[config.mk]
export PLATFORM = sky130hd
export DESIGN_NAME = cpu_bus_arbiter_flat
export DESIGN_NICKNAME = d
export VERILOG_FILES = /design/src/rtl/cpu_bus_arb_pkg.sv /design/src/rtl/cpu_bus_arbiter_if.sv /design/src/rtl/bus_rr_pick2.sv /design/src/rtl/cpu_bus_arbiter.sv /design/src/flat_wrapper.sv
export SDC_FILE = /design/constraint.sdc
export NUM_CORES = 1
export LEC_CHECK = 0
export CORE_UTILIZATION = 38
export CTS_BUF_LIST = sky130_fd_sc_hd__clkbuf_2
export DETAILED_ROUTE_END_ITERATION = 7
export HOLD_SLACK_MARGIN = 0.15
export PLACE_DENSITY = 0.9
export REMOVE_ABC_BUFFERS = 1
export SLEW_MARGIN = 20
export SYNTH_ARGS = -nofsm -noshare
export SYNTH_HDL_FRONTEND = slang
export SYNTH_HIERARCHICAL = 1
export SYNTH_SLANG_ARGS = --single-unit
[constraint.sdc]
create_clock -name i_clk -period 4.7 [get_ports i_clk]
set_clock_uncertainty 0.05 [all_clocks]
set_input_delay 0.47 -clock i_clk [delete_from_list [all_inputs] [get_ports i_clk]]
set_output_delay 0.47 -clock i_clk [all_outputs]
set_load 0.02 [all_outputs]
[src/rtl/cpu_bus_arb_pkg.sv]
// Shared types for the two-port external memory bus arbiter.
//   arb_state_e : sequencer states (IDLE -> ACCESS -> RECOVER -> IDLE)
//   PORT_CPU    : requester index of the cpu core
//   PORT_DMA    : requester index of the DMA / debug loader
package cpu_bus_arb_pkg;

    typedef enum logic [1:0] {
        IDLE    = 2'd0,
        ACCESS  = 2'd1,
        RECOVER = 2'd2
    } arb_state_e;

    localparam logic PORT_CPU = 1'b0;
    localparam logic PORT_DMA = 1'b1;

endpackage

[src/rtl/cpu_bus_arbiter_if.sv]
// Signal bundle between the two requesters, the arbiter and the board-level
// memory/IO decoder.
//   requester side : i_reqN/i_weN/i_addrN/i_wdataN in, o_ackN/o_rdataN/o_errN out
//   memory side    : o_bus_clk/o_bus_we/o_bus_addr/o_bus_data out,
//                    i_bus_data/i_bus_data_ready in
//   status         : o_busy, o_owner
// modport master : the arbiter (it masters the external bus)
// modport slave  : the environment (requesters + memory decoder)
interface cpu_bus_arbiter_if #(
    parameter int DATA_W = 32,
    parameter int ADDR_W = 32
);
    logic              i_req0;
    logic              i_we0;
    logic [ADDR_W-1:0] i_addr0;
    logic [DATA_W-1:0] i_wdata0;
    logic              o_ack0;
    logic [DATA_W-1:0] o_rdata0;
    logic              o_err0;

    logic              i_req1;
    logic              i_we1;
    logic [ADDR_W-1:0] i_addr1;
    logic [DATA_W-1:0] i_wdata1;
    logic              o_ack1;
    logic [DATA_W-1:0] o_rdata1;
    logic              o_err1;

    logic              o_bus_clk;
    logic              o_bus_we;
    logic [ADDR_W-1:0] o_bus_addr;
    logic [DATA_W-1:0] o_bus_data;
    logic [DATA_W-1:0] i_bus_data;
    logic              i_bus_data_ready;

    logic              o_busy;
    logic              o_owner;

    modport master (
        input  i_req0, i_we0, i_addr0, i_wdata0,
        output o_ack0, o_rdata0, o_err0,
        input  i_req1, i_we1, i_addr1, i_wdata1,
        output o_ack1, o_rdata1, o_err1,
        output o_bus_clk, o_bus_we, o_bus_addr, o_bus_data,
        input  i_bus_data, i_bus_data_ready,
        output o_busy, o_owner
    );

    modport slave (
        output i_req0, i_we0, i_addr0, i_wdata0,
        input  o_ack0, o_rdata0, o_err0,
        output i_req1, i_we1, i_addr1, i_wdata1,
        input  o_ack1, o_rdata1, o_err1,
        input  o_bus_clk, o_bus_we, o_bus_addr, o_bus_data,
        output i_bus_data, i_bus_data_ready,
        input  o_busy, o_owner
    );

endinterface

[src/rtl/bus_rr_pick2.sv]
// Combinational two-way round-robin pick.
//   i_req0, i_req1 : pending requests
//   i_last         : index of the last granted port
//   o_gnt_vld      : at least one request pending
//   o_gnt_idx      : winning port (a lone requester wins; on a tie the port
//                    that was not granted last wins)
module bus_rr_pick2
    import cpu_bus_arb_pkg::*;
(
    input  logic i_req0,
    input  logic i_req1,
    input  logic i_last,
    output logic o_gnt_vld,
    output logic o_gnt_idx
);

    always_comb begin
        o_gnt_vld = i_req0 | i_req1;
        if (i_req0 && i_req1) begin
            o_gnt_idx = ~i_last;
        end else if (i_req1) begin
            o_gnt_idx = PORT_DMA;
        end else begin
            o_gnt_idx = PORT_CPU;
        end
    end

endmodule

[src/rtl/cpu_bus_arbiter.sv]
// Shares the single external memory bus between the cpu core (port 0) and the
// DMA/debug loader (port 1). Each grant runs one single-word transfer through
// the strobe/ready handshake with an optional ready timeout.
//   i_clk, i_rst : clock, asynchronous active-high reset
//   bus          : cpu_bus_arbiter_if.master (requester ports, memory bus,
//                  o_busy / o_owner status); every output is a flop.
module cpu_bus_arbiter
    import cpu_bus_arb_pkg::*;
#(
    parameter int DATA_W  = 32,
    parameter int ADDR_W  = 32,
    parameter int TIMEOUT = 255,
    parameter int TO_W    = 8
) (
    input  logic              i_clk,
    input  logic              i_rst,
    cpu_bus_arbiter_if.master bus
);

    localparam logic [TO_W-1:0] TO_LIM = TO_W'(TIMEOUT);
    localparam bit              TO_EN  = (TIMEOUT != 0);

    arb_state_e             state_q, state_d;
    logic [TO_W-1:0]        cnt_q, cnt_d, cnt_inc;
    logic                   owner_q, owner_d;
    logic                   bus_clk_q, bus_clk_d;
    logic                   bus_we_q, bus_we_d;
    logic [ADDR_W-1:0]      bus_addr_q, bus_addr_d;
    logic [DATA_W-1:0]      bus_data_q, bus_data_d;
    logic [1:0]             ack_q, ack_d;
    logic [1:0]             err_q, err_d;
    logic [1:0][DATA_W-1:0] rdata_q, rdata_d;
    logic                   busy_q, busy_d;

    logic                   gnt_vld, gnt_idx;
    logic [1:0]             req_we;
    logic [1:0][ADDR_W-1:0] req_addr;
    logic [1:0][DATA_W-1:0] req_wdata;

    assign req_we    = {bus.i_we1, bus.i_we0};
    assign req_addr  = {bus.i_addr1, bus.i_addr0};
    assign req_wdata = {bus.i_wdata1, bus.i_wdata0};

    bus_rr_pick2 u_pick (
        .i_req0    (bus.i_req0),
        .i_req1    (bus.i_req1),
        .i_last    (owner_q),
        .o_gnt_vld (gnt_vld),
        .o_gnt_idx (gnt_idx)
    );

    always_comb begin
        state_d    = state_q;
        cnt_d      = cnt_q;
        cnt_inc    = cnt_q + 1'b1;
        owner_d    = owner_q;
        bus_clk_d  = bus_clk_q;
        bus_we_d   = bus_we_q;
        bus_addr_d = bus_addr_q;
        bus_data_d = bus_data_q;
        ack_d      = '0;        // ack/err are single-cycle pulses
        err_d      = '0;
        rdata_d    = rdata_q;

        case (state_q)
            IDLE: begin
                // A ready still high from the previous slave would complete
                // the new strobe instantly, so hold off until it drops.
                if (gnt_vld && !bus.i_bus_data_ready) begin
                    owner_d    = gnt_idx;
                    bus_clk_d  = 1'b1;
                    bus_we_d   = req_we[gnt_idx];
                    bus_addr_d = req_addr[gnt_idx];
                    bus_data_d = req_wdata[gnt_idx];
                    cnt_d      = '0;
                    state_d    = ACCESS;
                end
            end
            ACCESS: begin
                cnt_d = cnt_inc;
                // Ready is tested first so it wins a same-cycle timeout.
                if (bus.i_bus_data_ready) begin
                    bus_clk_d        = 1'b0;
                    bus_we_d         = 1'b0;
                    ack_d[owner_q]   = 1'b1;
                    rdata_d[owner_q] = bus_we_q ? '0 : bus.i_bus_data;
                    state_d          = RECOVER;
                end else if (TO_EN && cnt_inc == TO_LIM) begin
                    // cnt_inc counts strobe-high cycles including this one
                    bus_clk_d        = 1'b0;
                    bus_we_d         = 1'b0;
                    ack_d[owner_q]   = 1'b1;
                    err_d[owner_q]   = 1'b1;
                    rdata_d[owner_q] = '0;
                    state_d          = RECOVER;
                end
            end
            RECOVER: begin
                cnt_d = '0;
                if (!bus.i_bus_data_ready) begin
                    state_d = IDLE;
                end
            end
            default: begin
                state_d = IDLE;
            end
        endcase

        busy_d = (state_d != IDLE);
    end

    always_ff @(posedge i_clk or posedge i_rst) begin
        if (i_rst) begin
            state_q    <= IDLE;
            cnt_q      <= '0;
            owner_q    <= PORT_DMA;     // so the cpu wins the first contest
            bus_clk_q  <= 1'b0;
            bus_we_q   <= 1'b0;
            bus_addr_q <= '0;
            bus_data_q <= '0;
            ack_q      <= '0;
            err_q      <= '0;
            rdata_q    <= '0;
            busy_q     <= 1'b0;
        end else begin
            state_q    <= state_d;
            cnt_q      <= cnt_d;
            owner_q    <= owner_d;
            bus_clk_q  <= bus_clk_d;
            bus_we_q   <= bus_we_d;
            bus_addr_q <= bus_addr_d;
            bus_data_q <= bus_data_d;
            ack_q      <= ack_d;
            err_q      <= err_d;
            rdata_q    <= rdata_d;
            busy_q     <= busy_d;
        end
    end

    assign bus.o_ack0      = ack_q[0];
    assign bus.o_err0      = err_q[0];
    assign bus.o_rdata0    = rdata_q[0];
    assign bus.o_ack1      = ack_q[1];
    assign bus.o_err1      = err_q[1];
    assign bus.o_rdata1    = rdata_q[1];
    assign bus.o_bus_clk   = bus_clk_q;
    assign bus.o_bus_we    = bus_we_q;
    assign bus.o_bus_addr  = bus_addr_q;
    assign bus.o_bus_data  = bus_data_q;
    assign bus.o_busy      = busy_q;
    assign bus.o_owner     = owner_q;

endmodule

[src/flat_wrapper.sv]
// flat-port wrapper written by rule: the top's interface ports become plain ports
module cpu_bus_arbiter_flat import cpu_bus_arb_pkg::*;
#(
    parameter int DATA_W  = 32,
    parameter int ADDR_W  = 32,
    parameter int TIMEOUT = 255,
    parameter int TO_W    = 8
)
  (i_clk, i_rst, bus_i_req0, bus_i_we0, bus_i_addr0, bus_i_wdata0, bus_o_ack0, bus_o_rdata0, bus_o_err0, bus_i_req1, bus_i_we1, bus_i_addr1, bus_i_wdata1, bus_o_ack1, bus_o_rdata1, bus_o_err1, bus_o_bus_clk, bus_o_bus_we, bus_o_bus_addr, bus_o_bus_data, bus_i_bus_data, bus_i_bus_data_ready, bus_o_busy, bus_o_owner);
  cpu_bus_arbiter_if #(.DATA_W(DATA_W), .ADDR_W(ADDR_W)) bus_i ();
  input  logic i_clk;
  input  logic i_rst;
  input wire logic [$bits(bus_i.i_req0)-1:0] bus_i_req0;
  input wire logic [$bits(bus_i.i_we0)-1:0] bus_i_we0;
  input wire logic [$bits(bus_i.i_addr0)-1:0] bus_i_addr0;
  input wire logic [$bits(bus_i.i_wdata0)-1:0] bus_i_wdata0;
  output wire logic [$bits(bus_i.o_ack0)-1:0] bus_o_ack0;
  output wire logic [$bits(bus_i.o_rdata0)-1:0] bus_o_rdata0;
  output wire logic [$bits(bus_i.o_err0)-1:0] bus_o_err0;
  input wire logic [$bits(bus_i.i_req1)-1:0] bus_i_req1;
  input wire logic [$bits(bus_i.i_we1)-1:0] bus_i_we1;
  input wire logic [$bits(bus_i.i_addr1)-1:0] bus_i_addr1;
  input wire logic [$bits(bus_i.i_wdata1)-1:0] bus_i_wdata1;
  output wire logic [$bits(bus_i.o_ack1)-1:0] bus_o_ack1;
  output wire logic [$bits(bus_i.o_rdata1)-1:0] bus_o_rdata1;
  output wire logic [$bits(bus_i.o_err1)-1:0] bus_o_err1;
  output wire logic [$bits(bus_i.o_bus_clk)-1:0] bus_o_bus_clk;
  output wire logic [$bits(bus_i.o_bus_we)-1:0] bus_o_bus_we;
  output wire logic [$bits(bus_i.o_bus_addr)-1:0] bus_o_bus_addr;
  output wire logic [$bits(bus_i.o_bus_data)-1:0] bus_o_bus_data;
  input wire logic [$bits(bus_i.i_bus_data)-1:0] bus_i_bus_data;
  input wire logic [$bits(bus_i.i_bus_data_ready)-1:0] bus_i_bus_data_ready;
  output wire logic [$bits(bus_i.o_busy)-1:0] bus_o_busy;
  output wire logic [$bits(bus_i.o_owner)-1:0] bus_o_owner;
  assign bus_i.i_req0 = bus_i_req0;
  assign bus_i.i_we0 = bus_i_we0;
  assign bus_i.i_addr0 = bus_i_addr0;
  assign bus_i.i_wdata0 = bus_i_wdata0;
  assign bus_o_ack0 = bus_i.o_ack0;
  assign bus_o_rdata0 = bus_i.o_rdata0;
  assign bus_o_err0 = bus_i.o_err0;
  assign bus_i.i_req1 = bus_i_req1;
  assign bus_i.i_we1 = bus_i_we1;
  assign bus_i.i_addr1 = bus_i_addr1;
  assign bus_i.i_wdata1 = bus_i_wdata1;
  assign bus_o_ack1 = bus_i.o_ack1;
  assign bus_o_rdata1 = bus_i.o_rdata1;
  assign bus_o_err1 = bus_i.o_err1;
  assign bus_o_bus_clk = bus_i.o_bus_clk;
  assign bus_o_bus_we = bus_i.o_bus_we;
  assign bus_o_bus_addr = bus_i.o_bus_addr;
  assign bus_o_bus_data = bus_i.o_bus_data;
  assign bus_i.i_bus_data = bus_i_bus_data;
  assign bus_i.i_bus_data_ready = bus_i_bus_data_ready;
  assign bus_o_busy = bus_i.o_busy;
  assign bus_o_owner = bus_i.o_owner;
  cpu_bus_arbiter #(.DATA_W(DATA_W), .ADDR_W(ADDR_W), .TIMEOUT(TIMEOUT), .TO_W(TO_W)) u_core (.i_clk(i_clk), .i_rst(i_rst), .bus(bus_i));
endmodule
After elaboration in Yosys (flattened, before gate mapping)
Index checks and enable logic that the tools add are counted.
W data, S select, Z words.
- $add $sub $neg: 1
- order comparisons: 3
- eq/ne operators: 5
- multiplexer cells: 34
- bitwise gates (word level): 4
- reduce and logical (&&, ||, !) cells: 13
- operators with widths (kind ; number):
    $mux W32 ; 6
    $mux W64 ; 2
    $and A64 B64 Y64 ; 1
    $bwmux W64 ; 1
    $not A64 Y64 ; 1
    $demux W32 S1 ; 1
    $pmux W8 S3 ; 1
    $mux W2 ; 9
    $mux W1 ; 9
    $add A8 B1 Y8 const B ; 1
    $eq A8 B8 Y1 const B ; 1
    $mux W8 ; 1
    $pmux W2 S3 ; 1
    $reduce_and A2 Y1 ; 3
    $reduce_bool A2 Y1 ; 3
    $lt A1 B2 Y1 const B ; 2
    $pmux W1 S2 ; 2
    $logic_and A1 B1 Y1 ; 3
    $ne A3 B2 Y1 const B ; 1
    $reduce_and A3 Y1 ; 1
    $reduce_bool A3 Y1 ; 1
    $eq A2 B1 Y1 const B ; 1
    $eq A2 B2 Y1 const B ; 1
    $logic_not A2 Y1 ; 1
    6 further kinds ; 6
- flip-flop bits (word level): 146
- input bits: 167
- word-level logic and storage cells: 72

Depth between registers and ports, before layout
Gate-level depths: netlist of run 1.
- depth after elaboration: 8
- mapped depth: 8
- depth with buffers taken out: 7

By module
The synthesis of run 1 kept the hierarchy.
- by module, submodules not included (module ; instances ; cells an instance ; area each (µm²)):
    cpu_bus_arbiter ; 1 ; 524 ; 6195.9
    bus_rr_pick2 ; 1 ; 2 ; 13.8

Worst setup path after synthesis of run 1
Ideal clock, no wire load.
- path type: register to register
- start: reg u_core.cnt_q[0]
- end: reg u_core.rdata_q, in the netlist u_core/bus.o_rdata0[10]
- arrival: 1.987 ns
- data required time: 4.528 ns
- setup slack: 2.542 ns
- stages on the path, launching flop included: 9
- period minus slack after synthesis: 2.158 ns
- cells stage by stage: dfrtp_1 > ha_1 > and3_1 > buf_2 > mux2_4 > a221oi_4 > o21ai_2 > buf_6 > a32o_1
- cells in the longest elaborated chain, start to end: 4
- RTL lines (element ; RTL line ; source):
    start: declaration ; cpu_bus_arbiter.sv:24 ; logic [TO_W-1:0] cnt_q, cnt_d, cnt_inc;
    start signal: assignment ; cpu_bus_arbiter.sv:127 ; cnt_q <= cnt_d;
    $add A8 B1 Y8 ; cpu_bus_arbiter.sv:55 ; cnt_inc = cnt_q + 1'b1;
    $eq A8 B8 Y1 ; cpu_bus_arbiter.sv:88 ; end else if (TO_EN && cnt_inc == TO_LIM) begin
    $reduce_bool A2 Y1 (no line) ; - ;
    $reduce_and A2 Y1 (no line) ; - ;
    end signal: assignment ; cpu_bus_arbiter.sv:135 ; rdata_q <= rdata_d;
    end: declaration ; cpu_bus_arbiter.sv:32 ; logic [1:0][DATA_W-1:0] rdata_q, rdata_d;
No other way between the ends.
A chain may end at the register's enable or synchronous reset.

Final worst setup path of run 1
- start: reg u_core.owner_q (netlist: u_core/bus.o_owner)
- end: out bus_o_owner
- RTL lines (element ; RTL line ; source):
    start: declaration ; cpu_bus_arbiter.sv:25 ; logic owner_q, owner_d;
    start signal: assignment ; cpu_bus_arbiter.sv:128 ; owner_q <= owner_d;
    end: declaration ; flat_wrapper.sv:34 ; output wire logic [$bits(bus_i.o_owner)-1:0] bus_o_owner;
No word-level cell between the ends.

==> impl_metrics.env, run 1 <==
export IMPL_gp_congestion=0.7708
export IMPL_cts_root_buf="clkbuf_2"
export IMPL_grt_max_degree=129
export IMPL_cp_top_family="flip-flops"
export IMPL_ant_nets=0
export IMPL_ys_seq_area_frac=0.5886
export IMPL_net_switching_power_mw=2.353
export IMPL_clock_path_buffers=2
export IMPL_rr_worst_depth=7
export IMPL_fin_crit_ps=2494
export IMPL_vias=5424
export IMPL_synth_area_sq_mm=0.006210
export IMPL_avgViaCountPerCell=5.210
export IMPL_final_nets=980
export IMPL_dp_worst_setup_slack_ps=2054
export IMPL_yosysWarnings=6
export IMPL_reg2reg_slack_ps=2280
export IMPL_setup_ws_ps=2206
export IMPL_yosys_area_top_type="dfrtp_1"
export IMPL_path_class="flip-flop to output port"
export IMPL_first_pass_iters=5
export IMPL_hpwl_mm=13.32
export IMPL_die_w_um=129.8
export IMPL_synthDistinctLibCells=38
export IMPL_hold_buffers=0
export IMPL_min_path_type="input pin to async pin"
export IMPL_initial_core_util=0.3895
export IMPL_clock_fmax_ghz=0.4010
export IMPL_wirelength_mm=18.84
export IMPL_worstSkewPairLatency_ps=670
export IMPL_swShare=0.4111
export IMPL_required_ps=4180
export IMPL_tightest_slew_ps=808.5
export IMPL_p_seq_frac=0.363
export IMPL_leakagePower_nw=4.018
export IMPL_whs_ps=237.4
export IMPL_yosys_top_cells_area="dfrtp_1 58%, mux2i_1 10%, a32o_1 10%"
export IMPL_crit_chain="clkdlybuf4s50_1"
export IMPL_worst_path_max_delay_cell="dfstp_2"
export IMPL_r2r_start="u_core/cnt_q[0]$_DFFE_PP0P_"
export IMPL_status="finished clean"
export IMPL_drv_cap=0
export IMPL_drc=0
export IMPL_worstSetupStartpointType="flip-flop"
export IMPL_die_h_um=129.8
export IMPL_grt_pass1_vias=5453
export IMPL_synthCells=526
export IMPL_p_int_mw=3.370
export IMPL_grtUsageTotal=0.2217
export IMPL_cp_end_kind="output port"
export IMPL_post_route_util=0.6051
export IMPL_ys_ff_latch=146
export IMPL_worstReg2RegEnd="u_core/bus.o_rdata0[8]$_DFFE_PP0P_"
export IMPL_path_buf_inv=1
export IMPL_layout_commonest_cell="clkdlybuf4s50_1"
export IMPL_maxSlewViolCount=0
export IMPL_setup_viol=0
export IMPL_clkPwrFrac=0.125
export IMPL_numCtsBuffers=17
export IMPL_slew_headroom=0.4610
export IMPL_worst_setup_path_startpoint="u_core/bus.o_owner$_DFFE_PP1P_"
export IMPL_post_cts_buffers=0
export IMPL_drtIter0Drc=261
export IMPL_core_sq_mm=0.01594
export IMPL_htreeDepth=4
export IMPL_crit_fanout=6
export IMPL_grt_overflow=0
export IMPL_syn_avg_cell_area_sq_um=11.81
export IMPL_yosys_area_top_type_share=0.5843
export IMPL_finalCritPeriodShare=0.5306
export IMPL_clk_pin_slew_ps=240
export IMPL_cellPowerDensity_mw_per_mm2=593.2
export IMPL_crit_arrival_ps=1970
export IMPL_cp_slowest_stage_delay_ps=670
export IMPL_cts_sinks=146
export IMPL_row_count=46
export IMPL_portBuffers=302
export IMPL_grt_pass1_wl_mm=28.62
export IMPL_die_area_sq_mm=0.01686
export IMPL_cts_tree="done"
export IMPL_layout_common_cells="302 x clkdlybuf4s50_1, 145 x dfrtp_1, 71 x nor2_1"
export IMPL_cts_resized=0
export IMPL_p_comb_frac=0.512
export IMPL_vdd_drop_max_uv=414.8
export IMPL_rsz0062_at_grt="no"
export IMPL_syn2layout_area_growth_pct=55.35
export IMPL_finalHoldViolCount=0
export IMPL_ios=303
export IMPL_drive_gt1_frac=0.06675
export IMPL_grt_antenna_before_repair=1
export IMPL_routedWlPerCell_um=18.10
-- synthesized netlist by cell type, drive strengths merged --
library cell	number
clkbuf	26
o21ai	20
nor2b	4
o22a	1
a31oi	2
nor2	73
a21o	2
or3	1
nand2	10
xor2	1
or2b	1
and3b	1
a21boi	2
mux2	1
mux2i	65
nand4	3
buf	19
dfrtp	145
nand3	2
inv	5
or2	1
o221a	1
ha	2
a32o	64
nand3b	2
nor3b	1
nand2b	1
a21oi	64
nor3	2
and3	1
a221oi	1
dfstp	1
nand4b	1
-- how the worst max path moves through the flow --
stage / end / cells past startpoint / slack, ps
floorplan: u_core/bus.o_bus_we$_DFFE_PP0P_ / 4 / -4350
global placement: u_core/bus.o_bus_data[3]$_DFFE_PP0P_ / 7 / 2180
detailed placement: u_core/bus.o_bus_data[23]$_DFFE_PP0P_ / 7 / 2050
CTS: bus_o_owner / 1 / 2110
global route: bus_o_owner / 1 / 2040
finish: bus_o_owner / 1 / 2210
-- power by group through the flow --
stage                     clock [mW]  combinational (mW)  sequential [mW]
after floorplan                    0               0.889             2.70
after global placement             0                2.87             2.09
after detailed placement           0                2.94             2.11
after CTS                      0.738                2.95             2.08
after global routing           0.793                3.10             2.15
final                          0.714                2.93             2.08
-- sequential cells by signal, summed over array words and instances, names as in the netlist --
signal and cells:
u_core/bus.o_bus_data 32, u_core/bus.o_busy 1, u_core/err_q 2, u_core/cnt_q 8, u_core/state_q 2, u_core/bus.o_bus_we 1
u_core/bus.o_bus_clk 1, u_core/bus.o_bus_addr 32, u_core/bus.o_rdata0 32, u_core/bus.o_owner 1, u_core/bus.o_rdata1 32, u_core/ack_q 2
-- cell type report --
type / count / area [sq um]
fill: 1279 / 6296
sequential: 146 / 3655
timing repair buffer: 311 / 3115
multi-input combinational: 330 / 2344
tap: 216 / 270.3
clock inverter: 15 / 151.4
clock buffer: 17 / 85.08
inverter: 5 / 23.77
antenna: 1 / 2.502
-- metrics by stage --
stage	TNS [ps]	cells	cell area, sq um	power (mW)
6_report	0	1041	9647	5.723
5_1_grt	0	1041	9647	6.038
4_1_cts	0	1040	9644	5.770
3_5_place_dp	0	1008	9408	5.048
3_3_place_gp	0	1008	9408	4.957
2_1_floorplan	-252610	481	5988	3.590
-- kinds of logic (layout without fill, tap and decap cells) --
group,Yosys count,count (layout),share of synthesized area
mux,66,66,0.1072
compound gates,157,157,0.1864
xor+xnor,1,1,0.001411
other cells,0,1,0
buf+inv,50,348,0.03869
flops,146,146,0.5886
fa+ha+maj,2,2,0.004029
simple gates,104,104,0.07375
-- layer usage --
metal / vias to the layer above / part of all wire / GRT usage
met4: 0 / 0.029 / 0.09508
met3: 35 / 0.099 / 0.09020
met1: 2640 / 0.38 / 0.2463
met2: 234 / 0.49 / 0.3756
met5: - / 0 / 0
li1: 2515 / - / -
Note: power is estimated with default switching activity, not from simulation.
==> inputs of run 2 (changes only) <==
- clock period: 4.7 -> 2.05 ns (I/O delays scaled with it)
==> impl_metrics.env, run 2 (synthesized netlist as in run 1, its figures left out) <==
export IMPL_ant_nets=0
export IMPL_die_h_um=129.8
export IMPL_layout_commonest_cell="clkdlybuf4s50_1"
export IMPL_row_count=46
export IMPL_leakagePower_nw=5.650
export IMPL_routedWlPerCell_um=22.08
export IMPL_grt_pass1_vias=6928
export IMPL_dp_worst_setup_slack_ps=-45.39
export IMPL_hpwl_mm=13.84
export IMPL_seqCellArea_sq_mm=0.003656
export IMPL_setup_viol=40
export IMPL_vdd_drop_max_uv=647.4
export IMPL_vias=6893
export IMPL_path_common_cell="dlygate4sd3_1"
export IMPL_crit_chain="dlygate4sd3_1 -> clkdlybuf4s50_1 -> a21boi_4 -> buf_12 -> buf_4 -> mux2i_1 -> dlygate4sd3_1 -> a21oi_1"
export IMPL_fillerInstances=934
export IMPL_cellPowerDensity_mw_per_mm2=1179
export IMPL_first_pass_iters=6
export IMPL_place_inst=1037
export IMPL_htreeDepth=4
export IMPL_status="finished with violations"
export IMPL_die_area_sq_mm=0.01686
export IMPL_cts_tree="done"
export IMPL_layout_common_cells="169 x clkdlybuf4s50_1, 156 x dlygate4sd3_1, 144 x dfrtp_1"
export IMPL_finalCritPeriodShare=1.082
export IMPL_rr_worst_depth=7
export IMPL_drive_gt1_frac=0.1097
export IMPL_initial_core_util=0.3895
export IMPL_worst_path_max_delay_cell="dlygate4sd3_1"
export IMPL_finalHoldViolCount=0
export IMPL_path_class="input pin to flip-flop"
export IMPL_worstSkewPairLatency_ps=670
export IMPL_ios=303
export IMPL_die_w_um=129.8
export IMPL_crit_arrival_ps=2760
export IMPL_path_buf_inv=5
export IMPL_multiInputGateArea_sq_mm=0.002389
export IMPL_grt_pass1_wl_mm=37.75
export IMPL_violations="negative setup slack"
export IMPL_setup_ws_ps=-167.9
export IMPL_grt_max_degree=65
export IMPL_wirelength_mm=27.54
export IMPL_clk_pin_slew_ps=190
export IMPL_gp_congestion=0.7556
export IMPL_drtIter0Drc=524
export IMPL_final_nets=1190
export IMPL_tightest_slew_ps=513.2
export IMPL_worstSetupStartpointType="input pin"
export IMPL_core_sq_mm=0.01594
export IMPL_rsz0062_at_grt="yes"
export IMPL_clock_fmax_ghz=0.4509
export IMPL_crit_fanout=10
export IMPL_clock_path_buffers=2
export IMPL_drv_cap=0
export IMPL_min_path_type="input pin to flip-flop"
export IMPL_reg2reg_slack_ps=-30
export IMPL_required_ps=2590
export IMPL_fin_cells=1247
export IMPL_drc=0
export IMPL_grtUsageTotal=0.2998
export IMPL_cts_sinks=146
export IMPL_syn2layout_area_growth_pct=91.36
export IMPL_slew_headroom=0.6572
export IMPL_grt_overflow=0
export IMPL_fin_crit_ps=2218
export IMPL_portBuffers=302
export IMPL_maxSlewViolCount=0
export IMPL_grt_antenna_before_repair=0
export IMPL_hold_depth=3
export IMPL_cp_slowest_stage_delay_ps=610
export IMPL_cp_depth=8
export IMPL_cts_root_buf="clkbuf_2"
export IMPL_cp_top_family="buffers and inverters"
export IMPL_avgViaCountPerCell=5.528
export IMPL_numCtsBuffers=17
export IMPL_cp_end_kind="flip-flop"
run 2: changes by cell type in the layout (fill, tap and decap cells not counted), sizes merged, moves of 5 or more:
cell,delta
dlygate4sd2,+93
dlygate4sd3,+156
clkdlybuf4s50,-133
buf,+46
dlymetal6s2s,+39
inv,-5
dlymetal6s4s,+6
run 2: timing repair:
action | 4_1_cts | 5_1_grt
hold endpoints to repair | 275 | 1
hold buffers | 163 | 1
gates resized for setup | 95 | 67
cloned | 0 | 2
setup buffers | 0 | 17
setup endpoints to repair | 158 | 124
run 2: per-layer routing:
layer | vias to the layer above | GRT usage | wire length [um]
met4 | 0 | 0.1956 | 1756
met1 | 3355 | 0.3136 | 9721
met5 | - | 0 | 0
li1 | 2928 | - | -
met2 | 475 | 0.5187 | 13410
met3 | 135 | 0.09758 | 2645
run 2: power by group:
part	internal, mW	total [mW]	switching [mW]
clock network	0.781	1.81	1.03
registers	4.06	4.88	0.824
logic	3.20	7.32	4.12
total	8.04	14.0	5.97
run 2: through the flow:
| stage | setup TNS [ps] | area (sq um) | hold WS, ps | utilization | total power [mW] |
|---|---|---|---|---|---|
| floorplan | -788520 | 5988 | 317.1 | - | 8.594 |
| global placement | 0 | 9751 | 421.9 | 0.6116 | 11.66 |
| detailed placement | -756.0 | 9751 | 429.8 | 0.6116 | 11.87 |
| CTS | -1539 | 11520 | 151.9 | 0.7226 | 13.39 |
| global route | -6240 | 11880 | 156.4 | 0.7452 | 14.62 |
| finish | -1427 | 11880 | 224.4 | 0.7453 | 14.01 |
run 2: path summary, 6_finish.rpt:
kind / startpoint / endpoint
max: bus_i_req1 / u_core/bus.o_bus_addr[21]$_DFFE_PP0P_
min: bus_i_wdata1[16] / u_core/bus.o_bus_data[16]$_DFFE_PP0P_
max reg2reg: u_core/cnt_q[0]$_DFFE_PP0P_ / u_core/bus.o_rdata0[31]$_DFFE_PP0P_
min reg2reg: u_core/bus.o_rdata1[3]$_DFFE_PP0P_ / u_core/bus.o_rdata1[3]$_DFFE_PP0P_
max in group asynchronous: i_rst / u_core/bus.o_rdata1[22]$_DFFE_PP0P_
min in group asynchronous: i_rst / u_core/bus.o_bus_addr[12]$_DFFE_PP0P_
run 2: final cells by class:
class	instances	area share
diodes	1	0.0002106
clock inverters	10	0.01379
repair buffers	521	0.4450
inverters	5	0.002001
flip-flops and latches	146	0.3077
clock buffers	18	0.007581
multi-input cells	330	0.2010
well taps	216	0.02274
run 2: tightest hold or removal path: stages:
cell             delay, ps
clkdlybuf4s50_1        420
mux2i_1                210
a21oi_1                100
